**src/rtl/rect_fill_engine.sv**
```systemverilog
// Rectangle fill engine: a memory-mapped block that paints a clipped,
// solid-colour rectangle into VRAM, one pixel per clock in raster order.
module rect_fill_engine #(
    parameter int H_RES = 160,
    parameter int V_RES = 120
) (
    input  logic        clk,
    input  logic        RST,
    input  logic [31:0] iobus_addr,
    input  logic [31:0] iobus_out,
    input  logic        iobus_wr,
    output logic [31:0] status_o,
    output logic        v_we_o,
    output logic [14:0] v_addr_o,
    output logic [7:0]  v_data_o,
    output logic        done_intr_o
);

    localparam logic [31:0] ADDR_XY  = 32'h1100_C014;
    localparam logic [31:0] ADDR_WH  = 32'h1100_C018;
    localparam logic [31:0] ADDR_COL = 32'h1100_C01C;
    localparam logic [31:0] ADDR_CTL = 32'h1100_C020;

    localparam logic [9:0]  HR10 = 10'(H_RES);
    localparam logic [9:0]  VR10 = 10'(V_RES);
    localparam logic [14:0] HR15 = 15'(H_RES);

    typedef enum logic [1:0] {S_IDLE, S_FILL, S_DONE} state_t;

    state_t state, state_n;

    // Programmed configuration
    logic [7:0]  x0_r, y0_r, color_r;
    logic [8:0]  w_r, h_r;

    // Active-fill bookkeeping
    logic [9:0]  xe_l, ye_l, x_c, y_c;
    logic [14:0] row_base;
    logic        busy_r, done_r;

    logic        wr_ctl, start_req, clr_req, cfg_ok;
    logic [9:0]  x_sum, y_sum, xe_c, ye_c;
    logic        empty, last_px;
    logic [15:0] y0_base;
    logic [14:0] next_row;

    // Y0*H_RES by summing shifted copies of Y0 for each set bit of H_RES
    function automatic logic [15:0] mul_hres(input logic [7:0] y);
        logic [15:0] acc;
        acc = '0;
        for (int unsigned i = 0; i < 15; i++) begin
            if (HR15[i]) acc = acc + ({8'b0, y} << i);
        end
        return acc;
    endfunction

    assign wr_ctl    = iobus_wr && (iobus_addr == ADDR_CTL);
    assign start_req = wr_ctl && iobus_out[0];
    assign clr_req   = wr_ctl && iobus_out[1];
    assign cfg_ok    = iobus_wr && (state == S_IDLE);

    // 10-bit sums so X0+W / Y0+H never wrap before clipping
    assign x_sum = {2'b0, x0_r} + {1'b0, w_r};
    assign y_sum = {2'b0, y0_r} + {1'b0, h_r};
    assign xe_c  = (x_sum > HR10) ? HR10 - 10'd1 : x_sum - 10'd1;
    assign ye_c  = (y_sum > VR10) ? VR10 - 10'd1 : y_sum - 10'd1;
    assign empty = (w_r == '0) || (h_r == '0) ||
                   ({2'b0, x0_r} >= HR10) || ({2'b0, y0_r} >= VR10);

    assign last_px  = (x_c == xe_l) && (y_c == ye_l);
    assign y0_base  = mul_hres(y0_r);
    assign next_row = row_base + HR15;

    assign status_o = {30'b0, done_r, busy_r};

    logic unused_bits;
    assign unused_bits = ^{iobus_out[31:25], iobus_out[15:9], y0_base[15]};

    // State register
    always_ff @(posedge clk or posedge RST) begin
        if (RST) state <= S_IDLE;
        else     state <= state_n;
    end

    // Next-state: accept START only from IDLE; leave FILL after the last pixel
    always_comb begin
        state_n = state;
        case (state)
            S_IDLE:  if (start_req) state_n = empty ? S_DONE : S_FILL;
            S_FILL:  if (last_px) state_n = S_DONE;
            S_DONE:  state_n = S_IDLE;
            default: state_n = S_IDLE;
        endcase
    end

    // Config registers, pixel walker and registered outputs
    always_ff @(posedge clk or posedge RST) begin
        if (RST) begin
            x0_r        <= '0;
            y0_r        <= '0;
            w_r         <= '0;
            h_r         <= '0;
            color_r     <= '0;
            xe_l        <= '0;
            ye_l        <= '0;
            x_c         <= '0;
            y_c         <= '0;
            row_base    <= '0;
            busy_r      <= 1'b0;
            done_r      <= 1'b0;
            v_we_o      <= 1'b0;
            v_addr_o    <= '0;
            v_data_o    <= '0;
            done_intr_o <= 1'b0;
        end else begin
            if (cfg_ok && iobus_addr == ADDR_XY) begin
                x0_r <= iobus_out[7:0];
                y0_r <= iobus_out[23:16];
            end
            if (cfg_ok && iobus_addr == ADDR_WH) begin
                w_r <= iobus_out[8:0];
                h_r <= iobus_out[24:16];
            end
            if (cfg_ok && iobus_addr == ADDR_COL) color_r <= iobus_out[7:0];

            busy_r      <= (state_n != S_IDLE);
            v_we_o      <= (state_n == S_FILL);
            done_intr_o <= (state_n == S_DONE);

            // Entering DONE sets the flag; a clear landing in DONE loses to it
            if (state_n == S_DONE)                done_r <= 1'b1;
            else if (clr_req && state != S_DONE)  done_r <= 1'b0;

            case (state)
                S_IDLE: begin
                    if (start_req && !empty) begin
                        xe_l     <= xe_c;
                        ye_l     <= ye_c;
                        x_c      <= {2'b0, x0_r};
                        y_c      <= {2'b0, y0_r};
                        row_base <= y0_base[14:0];
                        v_addr_o <= y0_base[14:0] + {7'b0, x0_r};
                        v_data_o <= color_r;
                    end
                end
                S_FILL: begin
                    // Within a row the address steps by one; a new row restarts from row base + X0
                    if (!last_px) begin
                        if (x_c == xe_l) begin
                            x_c      <= {2'b0, x0_r};
                            y_c      <= y_c + 10'd1;
                            row_base <= next_row;
                            v_addr_o <= next_row + {7'b0, x0_r};
                        end else begin
                            x_c      <= x_c + 10'd1;
                            v_addr_o <= v_addr_o + 15'd1;
                        end
                    end
                end
                default: ;
            endcase
        end
    end

endmodule

```
**config.mk**
```make
export PLATFORM = sky130hd
export DESIGN_NAME = rect_fill_engine
export DESIGN_NICKNAME = d
export VERILOG_FILES = /design/src/rtl/rect_fill_engine.sv
export SDC_FILE = /design/constraint.sdc
export NUM_CORES = 1
export LEC_CHECK = 0
export CORE_AREA = 3 3 124 126
export CTS_CLUSTER_DIAMETER = 80
export DETAILED_ROUTE_END_ITERATION = 10
export DIE_AREA = 0 0 127 129
export PLACE_DENSITY = 0.85
export SETUP_SLACK_MARGIN = 0.4
export SLEW_MARGIN = 20
export SYNTH_ARGS = -nofsm -noshare
export SYNTH_HDL_FRONTEND = slang
export SYNTH_SLANG_ARGS = --single-unit
```
**constraint.sdc**
```tcl
create_clock -name clk -period 10.1 [get_ports clk]
set_input_delay 2.02 -clock clk [delete_from_list [all_inputs] [get_ports clk]]
set_output_delay 2.02 -clock clk [all_outputs]
set_load 0.01 [all_outputs]
```
==> run metrics, run 1 <==
Max Cap Violations=0; HP Class=reg -> reg; async set or reset register ratio after synthesis=1.000; Layout area overhead=17.63%; clock skew=approximately 7 ps; Internal Pwr Total=~880 uW; post-DP HPWL=around 13000 um; critical path type=in -> reg; Sw Share=0.2214; r2r worst-path depth=8; Longest Clk Path Bufs=2; ys flop type=dfrtp_1; Worst path most repeated cell=nand4_1; RSZ-0062 raised after global routing=false; Max-slew headroom=0.2666; Top delay family on crit path=simple AND/OR/NAND/NOR gates; placed cells=approximately 1100; vias in the first global route=around 6300; vias=~6600; GRT Total Usage=0.2383; fin nets=about 1000; part of the power in registers=0.431; Logic pwr share=0.035; Seq cells post-synth=about 120; clk sinks=roughly 120; H-tree level count=4; Hold Crit Depth=2; Iter 0 DRT Violations=~550; max frequency=0.2129 GHz; most common cell after layout, fill and taps aside=dfrtp_1; routed vias/inst=~5.9; crit path cell chain=clkdlybuf4s50_1 -> nor4_1 -> nand4_1 -> nor3_2 -> nand4_1 -> and2_1 -> a31o_2; Peak supply drop=between 0.1 and 0.15 mV; Row Count=44; Hold Violations, Final=0; status=finished clean; Clk pin slew, worst setup/hold paths=50 ps; starting density of the core=0.5433; Setup Fix Bufs, Post-CTS=0; CTS tree=built; Mapped Cells=850; post-route insts no fill=1115; syn_area_per_cell=slightly above 9 um2; CP max stage delay=about 960 ps; # diodes=0; post-cts hold buffer count=0; WL met2=9372 um; Worst path depth=7; Buffers on Ports=79; die width=127 um; Critical path buffers and inverters=1; register area share after synthesis=0.3864; Pwr Density=roughly 120 nW/um2; CORE AREA=roughly 14000 um2; CP Data Required Time=10420 ps; layout cell share with drive strength beyond 1=0.1053; CP Launch Type=primary input; initial antenna violation count=0; Placer Congestion=between 0.8 and 0.9; DR top layer=met4; data arrival time of the critical path=around 5000 ps; measured slew at the worst slew-check pin=between 1000 and 1500 ps; worst-path fanout max=19; DRT Pass-1 Iters=5; final wirelength=about 19000 um; grt ovf=0; I/O pins=around 120; period utilization=0.4651; Psw=approximately 250 uW; ANT nets after route=0; Sum Neg Setup Slack=0 ps; commonest non-fill, non-tap cells in the layout=dfrtp_1 (121), nand2_1 (88), clkdlybuf4s50_1 (79); Die Y=129 um; WL met3=between 1000 and 1500 um; post-layout minimum cycle time=around 4700 ps; Mapped Area=7836 um2; first-pass GRT wire length=~31000 um; Leak=4.111 nW; CP max stage cell=nand4_1; DRC Markers=0; root buffer cell=clkbuf_16; final setup fails=0; Yosys cell types=71; EDFF count, synth=0; maximum number of pins on one net before global-route repair=75; clock share of power=0.534; CTS buffer count=17; Max Slew Vio Count=0; yosys warns=0; post-cts gate resize count=0; WL met1=about 8500 um; Die ar.=around 16000 um2; Critical Path Sink Type=flip-flop; worst skew pair latency=~430 ps; drt wl/cell=17.10 um
[power groups by stage]
stage               Combinational (mW)  Sequential, mW  Clock, mW
floorplan                       0.0223           0.494          0
global placement                0.0392           0.494          0
detailed placement              0.0401           0.494          0
CTS                             0.0403           0.485      0.606
global route                    0.0441           0.485      0.631
finish                          0.0398           0.485      0.601
[through the flow]
stage	area [um2]	utilization	hold WS (ps)	setup WS, ps	power (mW)
after floorplan	7945	-	440.3	4866	0.5160
after global placement	8636	0.5987	447.6	5068	0.5328
after detailed placement	8636	0.5987	456.8	5035	0.5337
after CTS	9214	0.6388	468.9	5445	1.131
after global routing	9218	0.6391	494.8	5172	1.160
final	9218	0.6391	465.2	5402	1.126
[routing by layer]
metal	global-route usage	up-vias
met3	0.05438	22
met1	0.3161	3222
li1	-	3132
met4	0.06498	0
met5	0	-
met2	0.3963	214
[sequential cells by signal (all words and copies together), names as in the netlist]
register	count
busy_r	1
color_r	8
ye_l	10
h_r	9
y_c	10
x0_r	8
row_base	10
v_we_o	1
state	2
done_r	1
v_data_o	8
v_addr_o	15
x_c	10
y0_r	8
xe_l	10
done_intr_o	1
w_r	9
[final cells by class]
type,instances,area (um2)
Clock buffer,19,452.9
Clock inverter,12,125.1
Fill cell,1175,5206
Inverter,21,81.33
Multi-Input combinational cell,673,4464
Sequential cell,121,3028
Tap cell,184,230.2
Timing Repair Buffer,85,835.8
[synthesized netlist by cell type (13+ instances only)]
| cell | instances | area share |
|---|---|---|
| ha_1 | 36 | 0.057 |
| nand3_1 | 25 | 0.016 |
| dfrtp_1 | 121 | 0.39 |
| nand2_1 | 88 | 0.042 |
| buf_4 | 34 | 0.033 |
| clkbuf_1 | 20 | 0.0096 |
| a21oi_1 | 68 | 0.043 |
| a211oi_1 | 14 | 0.013 |
| nor2_1 | 72 | 0.034 |
| nor3_1 | 13 | 0.0083 |
| nand4_1 | 19 | 0.015 |
| xor2_1 | 34 | 0.038 |
| inv_1 | 20 | 0.0096 |
| xnor2_1 | 39 | 0.044 |
| mux2_2 | 38 | 0.055 |
| o21ai_0 | 46 | 0.029 |
[final timing paths]
path	startpoint	to	slack (ps)
worst max-delay path	iobus_addr[8]	ye_l[8]$_DFFE_PP0P_	5400
worst min register to register	v_data_o[3]$_DFFE_PP0P_	v_data_o[3]$_DFFE_PP0P_	470
max in group asynchronous	RST	v_addr_o[12]$_DFFE_PP0P_	6770
worst max register to register	h_r[3]$_DFFE_PP0P_	x_c[0]$_DFFE_PP0P_	6880
worst min-delay path	v_data_o[3]$_DFFE_PP0P_	v_data_o[3]$_DFFE_PP0P_	470
min in group asynchronous	RST	color_r[4]$_DFFE_PP0P_	2150
[logic make-up after synthesis]
| family | share of synthesized area |
|---|---|
| multiplexers | 0.05860 |
| AO/OA/AOI/OAI | 0.1659 |
| other | 0.0004785 |
| AND/OR/NAND/NOR | 0.1807 |
| buffers and inverters | 0.05860 |
| adder cells (fa/ha/maj) | 0.06770 |
| flip-flops | 0.3864 |
| XOR/XNOR | 0.08159 |
[worst reg2reg max path, cell delays in order (launching register included)]
cell      delay [ps]
dfrtp_1          400
or4_1            540
nor4_1           390
nor3_1           170
nand3_2          150
and2_1           610
inv_2            450
a211oi_1         340
a21oi_1           60
(Power assumes the default switching activity.)
==> run 2, diff against run 1 <==
==> constraint.sdc (replaced) <==
create_clock -name clk -period 4.9 [get_ports clk]
set_input_delay 0.98 -clock clk [delete_from_list [all_inputs] [get_ports clk]]
set_output_delay 0.98 -clock clk [all_outputs]
set_load 0.01 [all_outputs]
==> run metrics, run 2 (synthesis results as in run 1) <==
grt ovf=0 (unchanged); post-route insts no fill=1118 (+0.27%); starting density of the core=0.5433 (unchanged); register area=3028 um2 (unchanged); CP Data Required Time=5200 ps (-5220 ps); Max Slew Vio Count=0 (unchanged); Die Y=129 um (unchanged); Peak supply drop=0.3318 mV (+200%); DRC Markers=0 (unchanged); Layout area overhead=18.12%; Setup WS pre-CTS=1028 ps (-4008 ps); post-cts gate resize count=0 (unchanged); Max-slew headroom=0.3997 (+0.1332); RSZ-0062 raised after global routing=false; Iter 0 DRT Violations=478 (-12%); GRT Total Usage=0.2352 (-0.003151); Pwr Density=254.9 nW/um2 (+110%); measured slew at the worst slew-check pin=900.4 ps (-196.5 ps); worst-path fanout max=19 (unchanged); post-DP HPWL=13420 um (about the same); HP Class=reg -> reg; critical path type=in -> reg; Biggest register=v_addr_o; DRT Pass-1 Iters=5 (unchanged); I/O pins=124 (unchanged); vias in the first global route=6340 (+0.81%); CTS buffer count=17 (unchanged); CP Launch Type=primary input; Hold Violations, Final=0 (unchanged); Leak=4.135 nW (+0.58%); Top delay family on crit path=simple AND/OR/NAND/NOR gates; Multi-input gate area=4461 um2 (about the same); commonest non-fill, non-tap cells in the layout=dfrtp_1 (121), nand2_1 (88), clkdlybuf4s50_1 (79); crit path cell chain=clkdlybuf4s50_1 -> nor4_1 -> nand4_1 -> nor3_2 -> and4b_1 -> and3b_1 -> mux2_2; ANT nets after route=0 (unchanged); period utilization=0.7026; Setup Fix Bufs, Post-CTS=0 (unchanged); first-pass GRT wire length=31060 um (-0.99%); Largest register FFs=15 (unchanged); post-cts hold buffer count=0 (unchanged); die width=127 um (unchanged); vias=6463 (-1.9%); CP max stage delay=750 ps (-210 ps); most common cell after layout, fill and taps aside=dfrtp_1; Placer Congestion=0.8640 (+1.7%); Layout Utilization=0.6417 (+0.002689); Critical Path Sink Type=flip-flop; Sum Neg Setup Slack=0 ps (unchanged); Longest Clk Path Bufs=2 (unchanged); layout cell share with drive strength beyond 1=0.1028 (-0.002479); placed cells=1087 (+0.28%); Clk pin slew, worst setup/hold paths=50 ps (about the same); initial antenna violation count=0 (unchanged); clk sinks=121 (unchanged); Critical path buffers and inverters=1 (unchanged); CORE AREA=14420 um2 (unchanged); Die ar.=16380 um2 (unchanged); Max Cap Violations=0 (unchanged); post-route setup slack=1457 ps (-3945 ps); fillers=1169 (-0.51%); Buffers on Ports=79 (unchanged); H-tree level count=4 (unchanged); worst skew pair latency=420 ps (about the same); root buffer cell=clkbuf_16; final setup fails=0 (unchanged); data arrival time of the critical path=3740 ps (-1270 ps); CTS tree=built; WHS=475.4 ps (+10.22 ps); CP max stage cell=and3b_1; max frequency=between 0.2 and 0.3 GHz; final wirelength=18760 um (-1.7%); routed vias/inst=5.781 (-2.2%); status=finished clean; post-layout minimum cycle time=between 3000 and 4000 ps; fin nets=1029 (+0.29%); drt wl/cell=16.78 um (-1.9%); Row Count=44 (unchanged); clock skew=9.730 ps (+2.729 ps); # diodes=0 (unchanged); maximum number of pins on one net before global-route repair=73 (-2.7%)
[run 2: cell types whose count changed in the layout (fill, tap and decap cells not counted), sizes merged]
cell	change
clkinv	-3
clkbuf	+5
buf	+3
bufinv	+1
inv	-1
clkinvlp	-2
[run 2: cell type report]
type	count	area share
multi-input cells	673	0.4819
flip-flops and latches	121	0.3271
repair buffers	88	0.09273
clock buffers	24	0.05204
well taps	184	0.02487
clock inverters	7	0.01257
inverters	21	0.008786
[run 2: worst min-delay path, cell delays in order (launching register included)]
cell and delay (ps):
dfrtp_1 340, nand2_1 50, nand2_1 50
[run 2: metrics by stage]
step           total power [mW]  instance area [um2]
6_report                  2.359                 9256
5_1_grt                   2.435                 9256
4_1_cts                   2.376                 9256
3_5_place_dp              1.100                 8658
3_3_place_gp              1.099                 8658
2_1_floorplan             1.064                 7945
[run 2: path summary, 6_finish.rpt]
| kind | cells past startpoint | slack, ps | from | endpoint |
|---|---|---|---|---|
| max | 7 | 1460 | iobus_addr[8] | x0_r[3]$_DFFE_PP0P_ |
| min | 2 | 480 | v_data_o[4]$_DFFE_PP0P_ | v_data_o[4]$_DFFE_PP0P_ |
| max in group asynchronous | 3 | 2910 | RST | v_addr_o[10]$_DFFE_PP0P_ |
| max reg2reg | 9 | 1780 | x0_r[0]$_DFFE_PP0P_ | xe_l[0]$_DFFE_PP0P_ |
| min in group asynchronous | 2 | 1110 | RST | v_data_o[2]$_DFFE_PP0P_ |
| min reg2reg | 2 | 480 | v_data_o[4]$_DFFE_PP0P_ | v_data_o[4]$_DFFE_PP0P_ |
[run 2: metal layers]
layer	global-route usage	wire length (um)	part of all wire
met3	0.05853	1160	0.062
met1	0.3147	8321	0.44
met4	0.07950	333	0.018
met5	0	0	0
met2	0.3767	8940	0.48
[run 2: report_power, final]
| group | internal, mW | switching, mW |
|---|---|---|
| sequential | 1.00 | 0.00000000477 |
| clock | 0.836 | 0.441 |
| combinational | 0.0399 | 0.0420 |
| total | 1.88 | 0.483 |
